### src/rtl/fir_seq_ctrl.sv
// Sequencer for the FIR datapath: zero-flush, decimated sample feed, latency tag pipe and
// one-entry output register. Define FIR_SEQ_STATS_EN to build the sample/result counters.
module fir_seq_ctrl #(
  parameter int unsigned TAPS    = 32,
  parameter int unsigned LATENCY = 6,
  parameter int unsigned DW      = 16,
  parameter int unsigned DEC_W   = 8
) (
  input  logic             sys_clk,
  input  logic             sys_rst,
  input  logic             start,
  input  logic             stop,
  input  logic [DEC_W-1:0] dec_ratio,
  input  logic [DW-1:0]    s_data,
  input  logic             s_valid,
  output logic             s_ready,
  output logic [DW-1:0]    fir_din,
  output logic             fir_din_valid,
  input  logic [DW-1:0]    fir_dout,
  output logic [DW-1:0]    m_data,
  output logic             m_valid,
  input  logic             m_ready,
  output logic             overrun,
  output logic             busy,
  output logic [1:0]       state,
  output logic [31:0]      sample_cnt,
  output logic [31:0]      result_cnt
);

  localparam logic [1:0] StIdle  = 2'd0;
  localparam logic [1:0] StFlush = 2'd1;
  localparam logic [1:0] StRun   = 2'd2;
  localparam logic [1:0] StDrain = 2'd3;

  localparam int unsigned FW = (TAPS > 1) ? $clog2(TAPS) : 1;
  localparam logic [FW-1:0] FlushLast = FW'(TAPS - 1);
  localparam logic [DEC_W-1:0] RatioOne = DEC_W'(1);

  logic [1:0]         state_q, state_d;
  logic [FW-1:0]      flush_q, flush_d;
  logic [DEC_W-1:0]   ratio_q, ratio_d;
  logic [DEC_W-1:0]   dcnt_q, dcnt_d;
  logic [DW-1:0]      fir_din_q, fir_din_d;
  logic               fir_din_valid_q, fir_din_valid_d;
  logic               keep_q, keep_d;
  logic [LATENCY-1:0] tag_q, tag_d;
  logic [DW-1:0]      m_data_q, m_data_d;
  logic               m_valid_q, m_valid_d;
  logic               overrun_q, overrun_d;

  logic hs;
  logic start_acc;
  logic tag_in;
  logic tag_exit;

  assign hs       = s_valid && (state_q == StRun);
  assign tag_in   = fir_din_valid_q && keep_q;
  assign tag_exit = tag_q[LATENCY-1];

  always_comb begin
    state_d         = state_q;
    flush_d         = flush_q;
    ratio_d         = ratio_q;
    dcnt_d          = dcnt_q;
    fir_din_d       = fir_din_q;
    fir_din_valid_d = 1'b0;
    keep_d          = 1'b0;
    start_acc       = 1'b0;
    unique case (state_q)
      StIdle: begin
        if (start) begin
          start_acc       = 1'b1;
          state_d         = StFlush;
          flush_d         = '0;
          ratio_d         = (dec_ratio == '0) ? RatioOne : dec_ratio;
          dcnt_d          = '0;
          fir_din_d       = '0;
          fir_din_valid_d = 1'b1;
        end
      end
      StFlush: begin
        fir_din_d = '0;
        flush_d   = flush_q + FW'(1);
        if (flush_q == FlushLast) begin
          state_d = StRun;
        end else begin
          fir_din_valid_d = 1'b1;
        end
      end
      StRun: begin
        if (hs) begin
          fir_din_d       = s_data;
          fir_din_valid_d = 1'b1;
          if (dcnt_q == ratio_q - RatioOne) begin
            keep_d = 1'b1;
            dcnt_d = '0;
          end else begin
            dcnt_d = dcnt_q + RatioOne;
          end
        end
        if (stop) begin
          state_d = StDrain;
        end
      end
      StDrain: begin
        // Leave only once no kept result is still travelling through the datapath.
        if ((tag_q == '0) && !tag_in) begin
          state_d = StIdle;
        end
      end
      default: state_d = StIdle;
    endcase
  end

  always_comb begin
    tag_d    = '0;
    tag_d[0] = tag_in;
    for (int i = 1; i < int'(LATENCY); i++) begin
      tag_d[i] = tag_q[i-1];
    end
  end

  always_comb begin
    m_data_d  = m_data_q;
    m_valid_d = m_valid_q;
    overrun_d = overrun_q;
    if (m_valid_q && m_ready) begin
      m_valid_d = 1'b0;
    end
    // A new result always wins; it only counts as overrun if the old one was not taken.
    if (tag_exit) begin
      m_data_d  = fir_dout;
      m_valid_d = 1'b1;
      if (m_valid_q && !m_ready) begin
        overrun_d = 1'b1;
      end
    end
    if (start_acc) begin
      overrun_d = 1'b0;
    end
  end

  always_ff @(posedge sys_clk) begin
    if (sys_rst) begin
      state_q         <= StIdle;
      flush_q         <= '0;
      ratio_q         <= '0;
      dcnt_q          <= '0;
      fir_din_q       <= '0;
      fir_din_valid_q <= 1'b0;
      keep_q          <= 1'b0;
      tag_q           <= '0;
      m_data_q        <= '0;
      m_valid_q       <= 1'b0;
      overrun_q       <= 1'b0;
    end else begin
      state_q         <= state_d;
      flush_q         <= flush_d;
      ratio_q         <= ratio_d;
      dcnt_q          <= dcnt_d;
      fir_din_q       <= fir_din_d;
      fir_din_valid_q <= fir_din_valid_d;
      keep_q          <= keep_d;
      tag_q           <= tag_d;
      m_data_q        <= m_data_d;
      m_valid_q       <= m_valid_d;
      overrun_q       <= overrun_d;
    end
  end

  assign s_ready       = (state_q == StRun);
  assign fir_din       = fir_din_q;
  assign fir_din_valid = fir_din_valid_q;
  assign m_data        = m_data_q;
  assign m_valid       = m_valid_q;
  assign overrun       = overrun_q;
  assign busy          = (state_q != StIdle);
  assign state         = state_q;

`ifdef FIR_SEQ_STATS_EN
  logic [31:0] sample_cnt_q;
  logic [31:0] result_cnt_q;

  always_ff @(posedge sys_clk) begin
    if (sys_rst || start_acc) begin
      sample_cnt_q <= '0;
      result_cnt_q <= '0;
    end else begin
      if (hs) begin
        sample_cnt_q <= sample_cnt_q + 32'd1;
      end
      if (tag_exit) begin
        result_cnt_q <= result_cnt_q + 32'd1;
      end
    end
  end

  assign sample_cnt = sample_cnt_q;
  assign result_cnt = result_cnt_q;
`else
  assign sample_cnt = '0;
  assign result_cnt = '0;
`endif

endmodule

### config.mk
export PLATFORM = sky130hd
export DESIGN_NAME = fir_seq_ctrl
export DESIGN_NICKNAME = d
export VERILOG_FILES = /design/src/rtl/fir_seq_ctrl.sv
export SDC_FILE = /design/constraint.sdc
export NUM_CORES = 1
export LEC_CHECK = 0
export BUFFER_PORTS_ARGS = -buffer_cell sky130_fd_sc_hd__buf_2
export CORE_ASPECT_RATIO = 0.5
export CORE_MARGIN = 5
export CORE_UTILIZATION = 40
export CTS_BUF_LIST = sky130_fd_sc_hd__clkbuf_8
export CTS_CLUSTER_SIZE = 20
export DETAILED_ROUTE_END_ITERATION = 7
export HOLD_SLACK_MARGIN = 0.06
export PLACE_DENSITY_LB_ADDON = 0.05
export SETUP_SLACK_MARGIN = 0.5
export SYNTH_ARGS = -nofsm -noshare
export SYNTH_HDL_FRONTEND = slang
export SYNTH_SLANG_ARGS = --single-unit
### constraint.sdc
create_clock -name sys_clk -period 3.7 [get_ports sys_clk]
set_clock_uncertainty 0.15 [all_clocks]
set_input_delay 0.74 -clock sys_clk [delete_from_list [all_inputs] [get_ports sys_clk]]
set_output_delay 0.74 -clock sys_clk [all_outputs]
set_load 0.1 [all_outputs]
==> metrics, run 1 <==
Slew Limit Fails=0; number of enable flip-flop cells after synthesis=0; PD cells=about 690 nW/um^2; clock share of power=between 20% and 30%; worst reg2reg setup slack=roughly 1300 ps; TritonCTS clock tree=yes; Worst Tran Pin Value=768 ps; setup bufs post-CTS=0; setup violators final=0; commonest non-fill, non-tap cell in the layout=buf_2; Design Area, Final=3860 um^2; drt pass-1 iters=4; Sink Count=65; vias per inst=4.66; Largest stage delay, worst path=~440 ps; Post-Place Setup Slack=1320 ps; Inserted Diodes=0; DRT iter0 DRCs=about 180; final WL=7600 um; hold_ws=312 ps; DRC errors left=0; post-detailed-route count of antenna-violating nets=0; ys async rst share=0%; Hold/Removal Path Class=flip-flop to flip-flop; Initial Utilization=41.6%; via count=2704; worst vdd ir=between 0.2 and 0.25 mV; # fillers=798; Die Ht=74.8 um; status=completed; slew margin rel.=between 40 and 50%; first-pass GRT wire length=12000 um; share of layout cells above drive strength 1=a little under a quarter; CTS buffer count=9; Max Cap Violations=0; clk slew on worst S/H paths=70 ps; slowest CP cell=buf_2; post-layout net count=517; io pins=149; number of port buffers=84; crit path cell chain=inv_1 > ha_1 > inv_1 > buf_2; RSZ-0062 raised after global routing=no; crit path DAT=1600 ps; worst-path fanout max=4; Final Hold Fails=0; Startpoint Class=flip-flop; Setup TNS=0 ps; Synth top area share=38.7%; CTS root buf=clkbuf_8; DP Area=3610 um^2; synth warn=0; Critical Path Stages=4; largest net degree at the start of global routing=42; total gr overflow=0; num rows=23; Yosys reg bits=65; post-layout minimum cycle time=between 2000 and 2500 ps; critical path class=flip-flop to primary output; Avg Synthesized Cell Area=8.73 um^2; R2R Path End=dcnt_q[3]$_SDFFE_PP0P_; DP Wirelength=5730 um; final period utilization=between 60% and 70%; Core ar.=8090 um^2; cts hold-fix bufs=0; Mapped Area=~3400 um^2; Post-synth top flop=dfxtp_1; CP endpoint=busy; GRT Total Usage=14.2%; internal power=1430 uW; Comb pwr share=41.5%; Crit. Startpoint=state[0]$_SDFFE_PP0P_; worst endpoint required time=2810 ps; die area=about 10000 um^2; sw frac=46.3%; CTS resizes=0; worst setup margin=1210 ps; highest clock rate=0.401 GHz; largest area contributor in the netlist=dfxtp_1; WP buf/inv=3; CP delay by family, top=buffers and inverters; reg2reg path depth=8; P_sw=1230 uW; htree depth=3; routability cong.=between 0.7 and 0.8; vias in the first global route=2606; DR WL/cell=13.1 um; width of the die=approximately 140 um; Power Total=2660 uW; top cells by area, synth=dfxtp_1 (39%), buf_4 (15%), nor2_1 (5.6%); CP endpoint kind=primary output; Synth-to-Final Area Change=14.9%; clk_lat worst skew=between 300 and 400 ps; most frequent cells in the layout=buf_2 (84), dfxtp_1 (65), conb_1 (64), nor2_1 (50), nand2_1 (29); initial antenna violation count=0; Clock Tree Buf Depth=2; RR Startpoint=ratio_q[0]$_SDFFE_PP0P_; Most common cell on crit path=inv_1; Seq/Total Area, Yosys=38.7%; leakage power=0.00177 uW; Syn Inst Count=385; post-synth cell types=46; Seq pwr share=30.5%
sequential cells by signal, summed over array words and instances (netlist names):
signal and count:
overrun 1, m_valid 1, fir_din 16, flush_q 5, ratio_q 8, tag_q 6
fir_din_valid 1, dcnt_q 8, m_data 16, keep_q 1, state 2
final cells by class:
cell class | count | area [um^2] | share of cell area, %
multi-input combinational | 288 | 1680 | 43.5
sequential | 65 | 1300 | 33.7
timing repair buffer | 87 | 443 | 11.5
tap | 112 | 140 | 3.63
clock buffer | 10 | 138 | 3.57
clock inverter | 6 | 114 | 2.95
inverter | 12 | 45.0 | 1.17
power groups by stage:
stage                     combinational [uW]  clock (uW)  sequential (uW)
after global placement                  1090           0              827
after floorplan                          856           0              978
after global routing                    1180         797              820
after CTS                               1110         768              812
final                                   1100         745              812
after detailed placement                1100           0              827
cell usage after synthesis, types with 7 or more instances:
cell	count
ha_1	8
mux2i_1	18
nor2_1	50
dfxtp_1	65
o21ai_0	7
a22oi_1	20
inv_1	12
buf_4	65
clkbuf_1	11
a21oi_1	16
nand2_1	29
nor2b_1	10
metal layers:
metal | up-vias | global-route usage [%] | share of wire [%]
met1 | 1220 | 18.6 | 46
met5 | - | 0 | 0
met2 | 142 | 21.6 | 41
met4 | 0 | 3.76 | 0.95
li1 | 1333 | - | -
met3 | 9 | 6.47 | 12
worst min-delay path by stage:
stage / depth (start not counted) / end / slack, ps / from
after floorplan: 1 / tag_q[3]$_SDFF_PP0_ / 280 / tag_q[2]$_SDFF_PP0_
after global placement: 1 / tag_q[4]$_SDFF_PP0_ / 290 / tag_q[3]$_SDFF_PP0_
after detailed placement: 1 / tag_q[3]$_SDFF_PP0_ / 300 / tag_q[2]$_SDFF_PP0_
after CTS: 1 / tag_q[3]$_SDFF_PP0_ / 310 / tag_q[2]$_SDFF_PP0_
after global routing: 1 / tag_q[4]$_SDFF_PP0_ / 330 / tag_q[3]$_SDFF_PP0_
final: 1 / tag_q[4]$_SDFF_PP0_ / 310 / tag_q[3]$_SDFF_PP0_
metrics by stage:
stage	instances	util (%)
2_1_floorplan	448	-
3_3_place_gp	564	44.6
3_5_place_dp	564	44.6
4_1_cts	580	47.7
5_1_grt	580	47.7
6_report	580	47.7
kinds of logic after synthesis:
kind of cell    count (synthesis)  synth area share [%]
compound gates                 66                  14.2
xor+xnor                       12                  3.13
fa+ha+maj                       8                  2.98
buf+inv                        95                  18.4
flops                          65                  38.7
mux                            18                  5.36
other cells                     1                 0.112
simple gates                  120                  17.1
worst register-to-register path: cells and delay by family (launching register included):
kind / cells / cell delay (ps)
flops: 1 / 430
buf+inv: 1 / 100
compound gates: 3 / 520
simple gates: 2 / 690
xor+xnor: 1 / 160
fa+ha+maj: 1 / 310
No activity file was read; power rests on OpenSTA's default activity.
==> run 2: changes to the inputs <==
==> constraint.sdc (replaced) <==
create_clock -name sys_clk -period 2.2 [get_ports sys_clk]
set_clock_uncertainty 0.15 [all_clocks]
set_input_delay 0.44 -clock sys_clk [delete_from_list [all_inputs] [get_ports sys_clk]]
set_output_delay 0.44 -clock sys_clk [all_outputs]
set_load 0.1 [all_outputs]
==> metrics, run 2 (synthesized netlist as in run 1, its figures left out) <==
commonest non-fill, non-tap cell in the layout=conb_1 (was buf_2); DP Area=3730 um^2 (was 3610 um^2); internal power=2950 uW (was 1430 uW); CTS root buf=clkbuf_8 (unchanged); Clock Tree Buf Depth=2 (unchanged); Largest stage delay, worst path=410 ps (was 440 ps); share of layout cells above drive strength 1=40.9% (was 23.5%); htree depth=3 (unchanged); io pins=149 (unchanged); hold_ws=175 ps (was 312 ps); slew margin rel.=66.6% (was 48.6%); Slew Limit Fails=0 (unchanged); reg2reg path depth=8 (unchanged); Hold/Removal Path Class=primary input to flip-flop (was flip-flop to flip-flop); clk slew on worst S/H paths=70 ps (about the same); Worst Hold End=m_data[2]$_SDFFE_PP0P_ (was tag_q[4]$_SDFF_PP0_); final period utilization=90.3%; Startpoint Class=flip-flop (unchanged); Core ar.=8090 um^2 (unchanged); worst endpoint required time=2280 ps (was 2810 ps); total gr overflow=0 (unchanged); CP delay by family, top=compound AO/OA/AOI/OAI gates (was buffers and inverters); highest clock rate=0.503 GHz; num rows=23 (unchanged); CP endpoint kind=flip-flop (was primary output); DRT iter0 DRCs=101 (was 182); setup violators final=0 (unchanged); routability cong.=0.837 (was 0.778); RR Startpoint=ratio_q[1]$_SDFFE_PP0P_ (was ratio_q[0]$_SDFFE_PP0P_); crit path DAT=2070 ps (was 1600 ps); R2R Path End=dcnt_q[3]$_SDFFE_PP0P_ (unchanged); vias per inst=4.78 (was 4.66); Synth-to-Final Area Change=37.2% (was 14.9%); vias in the first global route=2867 (was 2606); # fillers=671 (was 798); Comb pwr share=51.1% (was 41.5%); critical path class=flip-flop to flip-flop (was flip-flop to primary output); DP Wirelength=6120 um (was 5730 um); CTS buffer count=9 (unchanged); Critical Path Stages=8 (was 4); Hold Crit Depth=3 (was 1); Worst Tran Pin Value=501 ps (was 768 ps); status=completed (unchanged); Seq pwr share=26.0% (was 30.5%); Inserted Diodes=0 (unchanged); sw frac=45.8% (was 46.3%); leakage power=0.00195 uW (was 0.00177 uW); DRC errors left=0 (unchanged); initial antenna violation count=0 (unchanged); die area=10400 um^2 (unchanged); RSZ-0062 raised after global routing=yes (was no); final WL=9000 um (was 7600 um); post-layout minimum cycle time=1990 ps; worst reg2reg setup slack=210 ps (was 1280 ps); post-detailed-route count of antenna-violating nets=0 (unchanged); hold path start=fir_dout[2] (was tag_q[3]$_SDFF_PP0_); slowest CP cell=dfxtp_4 (was buf_2); drt pass-1 iters=4 (unchanged); width of the die=140 um (unchanged); Sink Count=65 (unchanged); via count=2890 (was 2704); crit path cell chain=inv_4 > ha_4 > o21bai_1 > a211o_1 > a21oi_4 > nor2_4 > o2111ai_2 > a22oi_1 (was inv_1 > ha_1 > inv_1 > buf_2); first-pass GRT wire length=13700 um (was 12000 um); Max Cap Violations=0 (unchanged); WP buf/inv=1 (was 3); clock share of power=22.8% (was 28.0%); Initial Utilization=41.6% (unchanged); GRT Total Usage=16.7% (was 14.2%); number of port buffers=84 (unchanged); Die Ht=74.8 um (unchanged); Design Area, Final=4610 um^2 (was 3860 um^2); Post-Place Setup Slack=-171 ps (was 1320 ps); P_sw=2490 uW (was 1230 uW); worst vdd ir=0.577 mV (was 0.225 mV); DR WL/cell=14.9 um (was 13.1 um); worst setup margin=212 ps (was 1210 ps); Final Hold Fails=0 (unchanged); most frequent cells in the layout=conb_1 (64), dfxtp_1 (55), buf_4 (55), nor2_1 (47), buf_2 (45) (was buf_2 (84), dfxtp_1 (65), conb_1 (64), nor2_1 (50), nand2_1 (29)); largest net degree at the start of global routing=29 (was 42); post-layout net count=541 (was 517); TritonCTS clock tree=yes (unchanged); PD cells=1180 nW/um^2 (was 689 nW/um^2); worst-path fanout max=6 (was 4); clk_lat worst skew=350 ps (was 340 ps)
[run 2: worst max path at each step]
| stage | startpoint | to | slack (ps) |
|---|---|---|---|
| 2_1_floorplan | state[0]$_SDFFE_PP0P_ | dcnt_q[2]$_SDFFE_PP0P_ | 160 |
| 6_report | ratio_q[1]$_SDFFE_PP0P_ | dcnt_q[3]$_SDFFE_PP0P_ | 210 |
| 3_3_place_gp | ratio_q[0]$_SDFFE_PP0P_ | dcnt_q[3]$_SDFFE_PP0P_ | -70 |
| 4_1_cts | ratio_q[1]$_SDFFE_PP0P_ | dcnt_q[3]$_SDFFE_PP0P_ | 250 |
| 3_5_place_dp | ratio_q[0]$_SDFFE_PP0P_ | dcnt_q[3]$_SDFFE_PP0P_ | -170 |
| 5_1_grt | ratio_q[1]$_SDFFE_PP0P_ | dcnt_q[3]$_SDFFE_PP0P_ | 140 |
[run 2: worst register-to-register path, stage by stage (launching register included)]
cell and delay [ps]:
dfxtp_4 410, inv_4 60, ha_4 180, o21bai_1 160, a211o_1 290, a21oi_4 200
nor2_4 110, o2111ai_2 210, a22oi_1 120
[run 2: repair_timing]
| action | CTS | global route |
|---|---|---|
| setup endpoints to repair | 66 | 35 |
| hold endpoints to repair | 0 | 0 |
| hold buffers | 0 | 0 |
| resized for setup | 74 | 48 |
| buffers inserted | 12 | 5 |
| pin swaps | 14 | 14 |
| cloned | 2 | 1 |
[run 2: final cells by class]
class                      instances  area, um^2  share of cell area, %
clock inverter                     7         118                   2.55
sequential                        65        1330                   28.8
timing repair buffer             109         782                   17.0
clock buffer                       9         124                   2.69
multi-input combinational        290        2060                   44.7
tap                              112         140                   3.04
inverter                          12        58.8                   1.28
[run 2: stage by stage]
stage	total power, uW	cells	setup TNS (ps)	utilization (%)
after floorplan	3270	448	0	-
after global placement	3390	568	-118	46.1
after CTS	5110	598	0	53.8
after detailed placement	3410	568	-347	46.1
final	5440	604	0	57.0
after global routing	5690	604	0	57.0
[run 2: power groups by stage]
| stage | combinational [uW] | clock, uW | sequential (uW) |
|---|---|---|---|
| final | 2780 | 1240 | 1410 |
| after CTS | 2420 | 1280 | 1410 |
| after detailed placement | 1990 | 0 | 1420 |
| after global placement | 1980 | 0 | 1410 |
| after global routing | 2930 | 1330 | 1430 |
| after floorplan | 1590 | 0 | 1680 |
[run 2: layer usage]
layer  vias up  part of all wire (%)  global-route usage [%]
li1       1398                     -                       -
met5         -                     0                       0
met3        14                    12                    9.26
met4         0                   1.2                    5.91
met1      1334                    42                    18.9
met2       144                    45                    27.2
==> run 3: changes to the inputs <==
--- a/config.mk
+++ b/config.mk
@@ -5,13 +5,13 @@
 export SDC_FILE = /design/constraint.sdc
 export NUM_CORES = 1
 export LEC_CHECK = 0
-export BUFFER_PORTS_ARGS = -buffer_cell sky130_fd_sc_hd__buf_2
 export CORE_ASPECT_RATIO = 0.5
 export CORE_MARGIN = 5
-export CORE_UTILIZATION = 40
+export CORE_UTILIZATION = 59
 export CTS_BUF_LIST = sky130_fd_sc_hd__clkbuf_8
 export CTS_CLUSTER_SIZE = 20
 export DETAILED_ROUTE_END_ITERATION = 7
+export DONT_BUFFER_PORTS = 1
 export HOLD_SLACK_MARGIN = 0.06
 export PLACE_DENSITY_LB_ADDON = 0.05
 export SETUP_SLACK_MARGIN = 0.5
==> metrics, run 3 (synthesized netlist as in run 1, its figures left out) <==
first-pass GRT wire length=12500 um (was 13700 um); Setup TNS=0 ps (unchanged); clk_lat worst skew=350 ps (about the same); total gr overflow=0 (unchanged); TritonCTS clock tree=yes (unchanged); Sink Count=65 (unchanged); GRT Total Usage=21.7% (was 16.7%); post-layout net count=490 (was 541); die area=7400 um^2 (was 10400 um^2); Die Ht=63.4 um (was 74.8 um); Core ar.=5490 um^2 (was 8090 um^2); commonest non-fill, non-tap cell in the layout=conb_1 (unchanged); num rows=19 (was 23); DR WL/cell=16.2 um (was 14.9 um); PD cells=1220 nW/um^2 (was 1180 nW/um^2); Design Area, Final=4170 um^2 (was 4610 um^2); Hold/Removal Path Class=primary input to flip-flop (unchanged); DRC errors left=0 (unchanged); Initial Utilization=61.2% (was 41.6%); vias per inst=5.30 (was 4.78); final WL=8350 um (was 9000 um); io pins=149 (unchanged); drt pass-1 iters=4 (unchanged); fin cells=514 (was 604); largest net degree at the start of global routing=65 (was 29); DRT iter0 DRCs=156 (was 101); CP endpoint kind=flip-flop (unchanged); DP Area=3520 um^2 (was 3730 um^2); Worst Hold End=m_data[2]$_SDFFE_PP0P_ (unchanged); crit path DAT=2090 ps (was 2070 ps); worst reg2reg setup slack=190 ps (was 210 ps); worst vdd ir=0.692 mV (was 0.577 mV); CTS root buf=clkbuf_8 (unchanged); cts hold-fix bufs=5 (was 0); final period utilization=91.3% (was 90.3%); reg2reg path depth=6 (was 8); width of the die=117 um (was 140 um); htree depth=3 (unchanged); worst-path fanout max=5 (was 6); CTS buffer count=9 (unchanged); hold path start=sys_rst (was fir_dout[2]); initial antenna violation count=0 (unchanged); critical path class=flip-flop to flip-flop (unchanged); DP Wirelength=5530 um (was 6120 um); Synth-to-Final Area Change=24.2% (was 37.2%); Clock Tree Buf Depth=2 (unchanged); most frequent cells in the layout=conb_1 (64), dfxtp_1 (57), nor2_1 (47), buf_4 (47), nand2_1 (27) (was conb_1 (64), dfxtp_1 (55), buf_4 (55), nor2_1 (47), buf_2 (45)); RSZ-0062 raised after global routing=yes (unchanged); clk slew on worst S/H paths=70 ps (about the same); Hold Crit Depth=1 (was 3); Inserted Diodes=0 (unchanged); Slew Limit Fails=0 (unchanged); Power Total=5080 uW (was 5440 uW); number of port buffers=0 (was 84); Placed Cells incl. Taps=480 (was 568); vias in the first global route=2638 (was 2867); Startpoint Class=flip-flop (unchanged); post-layout minimum cycle time=2010 ps (was 1990 ps); routability cong.=0.897 (was 0.837); setup violators final=0 (unchanged); Final Hold Fails=0 (unchanged); highest clock rate=0.498 GHz (was 0.503 GHz); leakage power=0.00172 uW (was 0.00195 uW); share of layout cells above drive strength 1=29.0% (was 40.9%); R2R Path End=dcnt_q[7]$_SDFFE_PP0P_ (was dcnt_q[3]$_SDFFE_PP0P_); status=completed (unchanged); worst endpoint required time=2290 ps (was 2280 ps); post-detailed-route count of antenna-violating nets=0 (unchanged); via count=2726 (was 2890); Max Cap Violations=0 (unchanged); RR Startpoint=dcnt_q[3]$_SDFFE_PP0P_ (was ratio_q[1]$_SDFFE_PP0P_)
## run 3: cell types whose count changed in the layout (fill, tap and decap cells not counted), moves of 3 or more
| cell | change |
|---|---|
| buf_2 | -45 |
| a22oi_1 | +17 |
| inv_4 | -3 |
| dlygate4sd3_1 | +5 |
| a22oi_2 | -17 |
| buf_4 | -8 |
## run 3: worst max-delay path by stage
stage,cells past startpoint,from,to,slack (ps)
floorplan,8,state[0]$_SDFFE_PP0P_,dcnt_q[2]$_SDFFE_PP0P_,160
global placement,8,ratio_q[0]$_SDFFE_PP0P_,dcnt_q[3]$_SDFFE_PP0P_,-20
detailed placement,8,ratio_q[0]$_SDFFE_PP0P_,dcnt_q[3]$_SDFFE_PP0P_,-150
CTS,8,ratio_q[0]$_SDFFE_PP0P_,dcnt_q[3]$_SDFFE_PP0P_,210
global route,7,ratio_q[2]$_SDFFE_PP0P_,dcnt_q[6]$_SDFFE_PP0P_,120
finish,6,dcnt_q[3]$_SDFFE_PP0P_,dcnt_q[7]$_SDFFE_PP0P_,190
## run 3: final cells by class
type                    count  area (um^2)
well taps                  73         91.3
repair buffers             58          497
flip-flops and latches     65         1320
clock buffers              11          151
clock inverters             5         86.3
fillers                   373         1320
inverters                  12         53.8
multi-input cells         290         1970
## run 3: worst max-delay path, cell delays in order, from the launching register on
cell and delay [ps]:
dfxtp_1 450, xnor2_2 120, xnor2_2 160, a2111oi_4 450
nand3_2 240, o211ai_2 240, o21ai_1 80
## run 3: power breakdown
part / total, uW / switching [uW] / internal [uW] / leakage, uW
combinational: 2500 / 1780 / 723 / 0.00107
sequential: 1390 / 112 / 1280 / 0.000530
clock: 1190 / 479 / 708 / 0.000120
## run 3: per-stage QoR
step                      util, %  hold slack (ps)  worst slack (ps)
after floorplan                 -              279               163
after global placement       64.2              288             -15.4
after detailed placement     64.2              300              -155
after CTS                    74.0            -9.55               212
after global routing         76.0            -32.9               117
final                        76.0             15.6               192
## run 3: repair_timing
action                                  in CTS  in global routing
setup buffers                                8                  3
cloned                                       2                  0
gates resized for setup                     37                 16
hold endpoints to repair                    59                 54
endpoints found under the setup margin      31                 33
pin swaps                                   11                 14
## run 3: routing by layer
metal | vias to the layer above | GRT usage [%] | wire length (um) | share of wire (%)
met5 | - | 0 | 0 | 0
met4 | 0 | 6.44 | 107 | 1.3
met3 | 11 | 10.4 | 896 | 11
met2 | 129 | 35.3 | 4060 | 49
met1 | 1301 | 25.4 | 3280 | 39
li1 | 1285 | - | - | -
